File: src/rtl/fetch_if.sv
// Fetch-stage bus: hazard controls, execute redirect, instruction-memory port and IF/ID outputs.
interface fetch_if;
  logic        stall_f;
  logic        stall_d;
  logic        flush_d;
  logic        jumppc_e;
  logic [31:0] pctarget_e;
  logic [31:0] imem_addr_f;
  logic [31:0] imem_rdata_f;
  logic [31:0] instr_d;
  logic [31:0] pc_d;
  logic [31:0] pcplus4_d;
  logic        valid_d;

  modport master (
    output stall_f, stall_d, flush_d, jumppc_e, pctarget_e, imem_rdata_f,
    input  imem_addr_f, instr_d, pc_d, pcplus4_d, valid_d
  );

  modport slave (
    input  stall_f, stall_d, flush_d, jumppc_e, pctarget_e, imem_rdata_f,
    output imem_addr_f, instr_d, pc_d, pcplus4_d, valid_d
  );
endinterface

File: src/rtl/fetch_unit.sv
// Instruction fetch + IF/ID register. Optional FETCH_PERF_CNT_EN adds bubble_cnt/fetch_cnt counters.
module fetch_unit #(
  parameter logic [31:0] RESET_PC  = 32'h0000_0000,
  parameter logic [31:0] NOP_INSTR = 32'h0000_0013
) (
  input  logic        clk,
  input  logic        rst_n,
`ifdef FETCH_PERF_CNT_EN
  output logic [31:0] bubble_cnt,
  output logic [31:0] fetch_cnt,
`endif
  fetch_if.slave      bus
);

  typedef enum logic {BOOT, RUN} state_t;

  state_t      state;
  logic [31:0] pc_f;
  logic [31:0] instr_q, pc_q, pcplus4_q;
  logic        valid_q;

  logic        kill_d;
  logic        load_d;

  // A redirect always discards the wrong-path word currently in fetch.
  assign kill_d = bus.jumppc_e | bus.flush_d;
  assign load_d = (state == RUN) & ~kill_d & ~bus.stall_d;

  always_ff @(posedge clk) begin
    if (!rst_n) begin
      state     <= BOOT;
      pc_f      <= RESET_PC;
      instr_q   <= NOP_INSTR;
      pc_q      <= 32'd0;
      pcplus4_q <= 32'd4;
      valid_q   <= 1'b0;
    end else begin
      state <= RUN;
      // BOOT holds the PC so RESET_PC is fetched into the first real load.
      if (bus.jumppc_e)
        pc_f <= {bus.pctarget_e[31:2], 2'b00};
      else if (state == RUN && !bus.stall_f)
        pc_f <= pc_f + 32'd4;

      if (state == RUN) begin
        if (kill_d) begin
          instr_q   <= NOP_INSTR;
          pc_q      <= 32'd0;
          pcplus4_q <= 32'd4;
          valid_q   <= 1'b0;
        end else if (!bus.stall_d) begin
          instr_q   <= bus.imem_rdata_f;
          pc_q      <= pc_f;
          pcplus4_q <= pc_f + 32'd4;
          valid_q   <= 1'b1;
        end
      end
    end
  end

`ifdef FETCH_PERF_CNT_EN
  always_ff @(posedge clk) begin
    if (!rst_n) begin
      bubble_cnt <= 32'd0;
      fetch_cnt  <= 32'd0;
    end else begin
      if (state == RUN && kill_d) bubble_cnt <= bubble_cnt + 32'd1;
      if (load_d)                 fetch_cnt  <= fetch_cnt + 32'd1;
    end
  end
`endif

  assign bus.imem_addr_f = pc_f;
  assign bus.instr_d     = instr_q;
  assign bus.pc_d        = pc_q;
  assign bus.pcplus4_d   = pcplus4_q;
  assign bus.valid_d     = valid_q;

endmodule

File: src/flat_wrapper.sv
// flat-port wrapper written by rule: the top's interface ports become plain ports
module fetch_unit_flat 
#(
  parameter logic [31:0] RESET_PC  = 32'h0000_0000,
  parameter logic [31:0] NOP_INSTR = 32'h0000_0013
)
  (clk, rst_n, bus_stall_f, bus_stall_d, bus_flush_d, bus_jumppc_e, bus_pctarget_e, bus_imem_rdata_f, bus_imem_addr_f, bus_instr_d, bus_pc_d, bus_pcplus4_d, bus_valid_d);
  fetch_if bus_i ();
  input  logic clk;
  input  logic rst_n;
  input wire logic [$bits(bus_i.stall_f)-1:0] bus_stall_f;
  input wire logic [$bits(bus_i.stall_d)-1:0] bus_stall_d;
  input wire logic [$bits(bus_i.flush_d)-1:0] bus_flush_d;
  input wire logic [$bits(bus_i.jumppc_e)-1:0] bus_jumppc_e;
  input wire logic [$bits(bus_i.pctarget_e)-1:0] bus_pctarget_e;
  input wire logic [$bits(bus_i.imem_rdata_f)-1:0] bus_imem_rdata_f;
  output wire logic [$bits(bus_i.imem_addr_f)-1:0] bus_imem_addr_f;
  output wire logic [$bits(bus_i.instr_d)-1:0] bus_instr_d;
  output wire logic [$bits(bus_i.pc_d)-1:0] bus_pc_d;
  output wire logic [$bits(bus_i.pcplus4_d)-1:0] bus_pcplus4_d;
  output wire logic [$bits(bus_i.valid_d)-1:0] bus_valid_d;
  assign bus_i.stall_f = bus_stall_f;
  assign bus_i.stall_d = bus_stall_d;
  assign bus_i.flush_d = bus_flush_d;
  assign bus_i.jumppc_e = bus_jumppc_e;
  assign bus_i.pctarget_e = bus_pctarget_e;
  assign bus_i.imem_rdata_f = bus_imem_rdata_f;
  assign bus_imem_addr_f = bus_i.imem_addr_f;
  assign bus_instr_d = bus_i.instr_d;
  assign bus_pc_d = bus_i.pc_d;
  assign bus_pcplus4_d = bus_i.pcplus4_d;
  assign bus_valid_d = bus_i.valid_d;
  fetch_unit #(.RESET_PC(RESET_PC), .NOP_INSTR(NOP_INSTR)) u_core (.clk(clk), .rst_n(rst_n), .bus(bus_i));
endmodule
File: config.mk
export PLATFORM = sky130hd
export DESIGN_NAME = fetch_unit_flat
export DESIGN_NICKNAME = d
export VERILOG_FILES = /design/src/rtl/fetch_if.sv /design/src/rtl/fetch_unit.sv /design/src/flat_wrapper.sv
export SDC_FILE = /design/constraint.sdc
export NUM_CORES = 1
export LEC_CHECK = 0
export CAP_MARGIN = 30
export CORE_UTILIZATION = 46
export DETAILED_ROUTE_END_ITERATION = 6
export GPL_TIMING_DRIVEN = 1
export PLACE_DENSITY = 0.81
export SYNTH_ARGS = -nofsm -noshare
export SYNTH_HDL_FRONTEND = slang
export SYNTH_SLANG_ARGS = --single-unit
export TNS_END_PERCENT = 5
File: constraint.sdc
create_clock -name clk -period 2.4 [get_ports clk]
set_input_delay 0.24 -clock clk [delete_from_list [all_inputs] [get_ports clk]]
set_output_delay 0.24 -clock clk [all_outputs]
set_load 0.03 [all_outputs]
# == Word-level counts from Yosys, hierarchy flattened ==
# Cells that the tools add are included.
# totals
ff_bits,130
output_inout_bits,129
elab_cells,27
# op_classes
addsub,1
n_eq_ne,1
n_mux,11
n_bitwise,2
reduce_logical,5
# op_table
operator,n
$mux 32,8
$add 32x3->32 const B,1
$mux 1,3
$ne 2x1->1 const B,1
$reduce_and 2->1,1
$reduce_bool 2->1,1
$reduce_or 2->1,1
$logic_and 1x1->1,1
$logic_not 1->1,1
$not 1->1,1
$or 1x1->1,1

# == Depth between registers and ports, before layout ==
# depth
ltp_word,4
mapped_depth,9
mapped_depth_nobuf,5

# == Least setup slack after synthesis ==
# Ideal clock, no wire load.
# synth_timing
path_type,reg2reg
startpoint,"reg u_core.pc_f[2], in the netlist u_core.bus.imem_addr_f[2]"
endpoint,"reg u_core.pcplus4_q[24], in the netlist u_core.bus.pcplus4_d[24]"
setup_ns,0.133
arrival_ns,2.050
required_time_ns,2.267
path_slack_ns,0.218
stages_incl_launch_ff,9
path_buffers,3
synth_period_minus_slack_ns,2.182
cell_sequence,dfxtp_1 > ha_1 > nand3_1 > nand2b_1 > buf_6 > buf_2 > buf_2 > o311ai_0 > nand3_1
# synth_via
elab_chain_cells,3
# synth_lines
item,line_no,source
start: declaration,fetch_unit.sv:18,logic [31:0] pc_f;
start signal: assignment,fetch_unit.sv:41,"pc_f <= {bus.pctarget_e[31:2], 2'b00};"
start signal: assignment,fetch_unit.sv:43,pc_f <= pc_f + 32'd4;
$add 32x3->32,fetch_unit.sv:54,pcplus4_q <= pc_f + 32'd4;
$mux 32,fetch_unit.sv:51,end else if (!bus.stall_d) begin
$mux 32,fetch_unit.sv:46,if (kill_d) begin
end signal: assignment,fetch_unit.sv:54,
end: declaration,fetch_unit.sv:19,"logic [31:0] instr_q, pc_q, pcplus4_q;"
# No other way between the ends. The select of a mux whose other input is x is not followed.
# A chain may end at the register's enable or synchronous reset.

# == Worst setup path in the final report ==
# layout_timing
startpoint,"reg u_core.pc_f[2], in the netlist u_core.bus.imem_addr_f[2]"
endpoint,"reg u_core.pcplus4_q[26], in the netlist u_core.bus.pcplus4_d[26]"
# The elaborated chain is that of the path after synthesis.

==> flow_metrics.py <==
metrics = {
    "finish": {
        "antennaDiodeCount": 0,
        "final_core_util_pct": 70.0,
        "layout.nets": 971,
        "area_delta_synth_final_pct": 47.4,
        "layout-drive-gt1-share_pct": 9.86,
    },
    "cts": {
        "clkSinkCount": 124,
        "post_cts_buffers": 0,
        "path_clk_slew_ns": 0.05,
        "cts_buffers": 17,
        "clkLatencyLatePin_ns": 0.42,
        "postCtsHoldBufs": 0,
        "clock-root-buffer": "clkbuf_16",
        "htree_levels": 4,
        "cts_resized": 0,
        "cts_tree": "built",
        "cts_buffer_depth": 2,
    },
    "power_and_ir_drop": {
        "ir_drop_mv": 0.456,
        "power_density_nw_per_um2": 632,
        "cellLeakagePower_nw": 2.90,
    },
    "detailed_routing": {
        "wl_um": 18900,
        "drt-pass1-iter-count": 5,
        "drtIter0Drc": 523,
        "vias_per_cell": 5.77,
        "ant_nets": 0,
        "drc": 0,
        "wl_per_cell_um": 17.5,
        "vias": 6241,
    },
    "yosys": {
        "synth_edf_count": 0,
        "synth_top_cell_by_area": "dfxtp_1",
        "synth_area_per_cell_um2": 7.99,
        "ys_seq_area_share_pct": 43.1,
        "syn_inst": 720,
        "yosys-top-cells-count": "dfxtp_1 (124), nand2_1 (103), nand3_1 (89)",
        "synth.top_cell.area_share_pct": 43.1,
        "async_reset_ff_share_pct": 0,
        "yosysWarnings": 0,
        "synth-seq-cells": 124,
        "ys.flop_type": "dfxtp_1",
        "synth.distinct_cells": 57,
        "synth_area_um2": 5750,
        "yosysMostFrequentCell": "dfxtp_1",
        "netlist_top_cells_area": "dfxtp_1 (43%), nand3_1 (7.7%), nand2_1 (6.7%)",
    },
    "timing": {
        "fin_worst_skew_ns": 0.00845,
        "rsz0062_at_grt": "false",
        "fmax_mhz": 456,
        "relSlewSlack_pct": 58.1,
        "tightestPinTransition_ns": 0.629,
        "hold_viol_final": 0,
        "setup_violations": 0,
        "period_share_pct": 91.3,
        "period_needed_ns": 2.19,
        "tns_ns": 0,
        "finalMaxSlewViolations": 0,
    },
    "die": {
        "fp.dieArea_um2": 13000,
        "die_y_um": 114,
        "core_region_area_um2": 12100,
        "rows": 40,
        "io_pins": 199,
        "initial_utilization_pct": 47.5,
        "die-width_um": 114,
    },
    "worst_setup_path": {
        "cp.arrival_ns": 2.49,
        "rrSetupSlack_ns": 0.21,
        "rr_startpoint": "u_core.bus.imem_addr_f[2]",
        "path_max_fanout": 26,
        "required_ns": 2.70,
        "r2r_cells": 6,
        "criticalPathCategory": "register to register",
        "worstReg2RegEnd": "u_core.bus.pcplus4_d[26]",
        "startpoint_type": "register",
        "critPathCaptureType": "register",
    },
    "placement": {
        "place.gp.congestion": 0.831,
        "place_hpwl_um": 13200,
        "port_buffers": 190,
    },
    "hold_path": {
        "whs_endpoint": "u_core.bus.instr_d[31]",
        "hold_class": "primary input to register",
        "worst_hold_path.num_cells": 3,
        "hp-start": "bus_imem_rdata_f[31]",
    },
    "grt": {
        "grt_max_degree": 57,
        "grt_overflow_total": 0,
        "grt_pass1_wl_um": 30200,
        "grt_pass1_vias": 6119,
        "antenna_found_initial": 0,
        "track_usage_pct": 29.8,
    },
    "run": {
        "cap_violations": 0,
    },
    "run_status": {
        "status": "finished clean",
    },
}
[power by group]
part	internal, mW	switching, mW
clock	1.52	0.893
combinational	0.328	0.431
sequential	2.12	0.0603
[state kept, by name, summed over array words and instances, names as in the netlist]
signal and cells:
u_core.state 1, u_core.bus.pc_d 30, u_core.bus.pcplus4_d 30, u_core.bus.valid_d 1, u_core.bus.imem_addr_f 30, u_core.bus.instr_d 32
[placed cells by master, fill, tap and decap left out, drive strengths merged, types with 5 or more instances in the layout]
master / instances
or3: 7
clkbuf: 25
and4: 5
o211ai: 13
o31ai: 5
a21oi: 74
nand4: 14
o21ai: 41
nand2: 104
and2: 5
buf: 47
xnor2: 13
clkdlybuf4s50: 190
nor4: 7
conb: 6
clkinv: 5
nand3: 90
o311a: 5
a31oi: 8
xor2: 7
or4: 19
dfxtp: 124
nor2: 23
nand2b: 5
nor3: 15
[metal layers]
metal / routed length (um) / global-route usage (%) / share of wire (%) / vias to the layer above
met5: 0 / 0 / 0 / -
met4: 513 / 14.7 / 2.7 / 0
met3: 1920 / 10.4 / 10 / 39
met2: 9030 / 48.4 / 48 / 331
met1: 7480 / 35.1 / 39 / 2925
li1: - / - / - / 2946
[how the worst max path moves through the flow]
stage	start	to	depth (start not counted)
2_1_floorplan	u_core.bus.imem_addr_f[2]	u_core.bus.pcplus4_d[24]	8
3_5_place_dp	bus_jumppc_e	u_core.bus.instr_d[1]	6
6_report	u_core.bus.imem_addr_f[2]	u_core.bus.pcplus4_d[26]	6
5_1_grt	u_core.bus.imem_addr_f[2]	u_core.bus.imem_addr_f[22]	6
3_3_place_gp	bus_jumppc_e	u_core.bus.instr_d[18]	6
4_1_cts	u_core.bus.imem_addr_f[2]	u_core.bus.pcplus4_d[28]	6
[through the flow]
stage | power [mW] | hold slack (ns) | worst slack (ns) | cells | cell area (um2)
floorplan | 2.61 | 0.268 | 0.218 | 725 | 5770
global placement | 2.95 | 0.434 | 0.239 | 1049 | 7920
detailed placement | 2.97 | 0.439 | 0.219 | 1049 | 7920
CTS | 5.38 | 0.375 | 0.218 | 1081 | 8480
global route | 5.54 | 0.389 | 0.0839 | 1081 | 8480
finish | 5.36 | 0.387 | 0.208 | 1081 | 8480
[worst max-delay path, stage by stage (launching register included)]
cell and delay, ns:
dfxtp_1 0.47, ha_1 0.27, nand3_1 0.23, nand2b_1 0.24, buf_4 0.23, o311a_1 0.37
a221o_1 0.26
[layout make-up]
| type | count | area (um2) |
|---|---|---|
| fillers | 968 | 3630 |
| multi-input cells | 517 | 2920 |
| flip-flops and latches | 124 | 2480 |
| repair buffers | 237 | 2290 |
| clock buffers | 25 | 495 |
| well taps | 168 | 210 |
| clock inverters | 7 | 62.6 |
| inverters | 3 | 11.3 |
[logic make-up (layout without fill, tap and decap cells)]
logic type	Yosys count	in the layout	synth area share [%]
adders and majority gates	1	1	0.217
muxes	3	3	0.544
buffers and inverters	84	272	6.55
xor gates and xnor gates	20	20	3.04
AOI/OAI and AO/OA	173	173	18.2
other	1	6	0.0652
DFF	124	124	43.1
and+or+nand+nor	314	314	28.3
No activity file was read; power rests on OpenSTA's default activity.
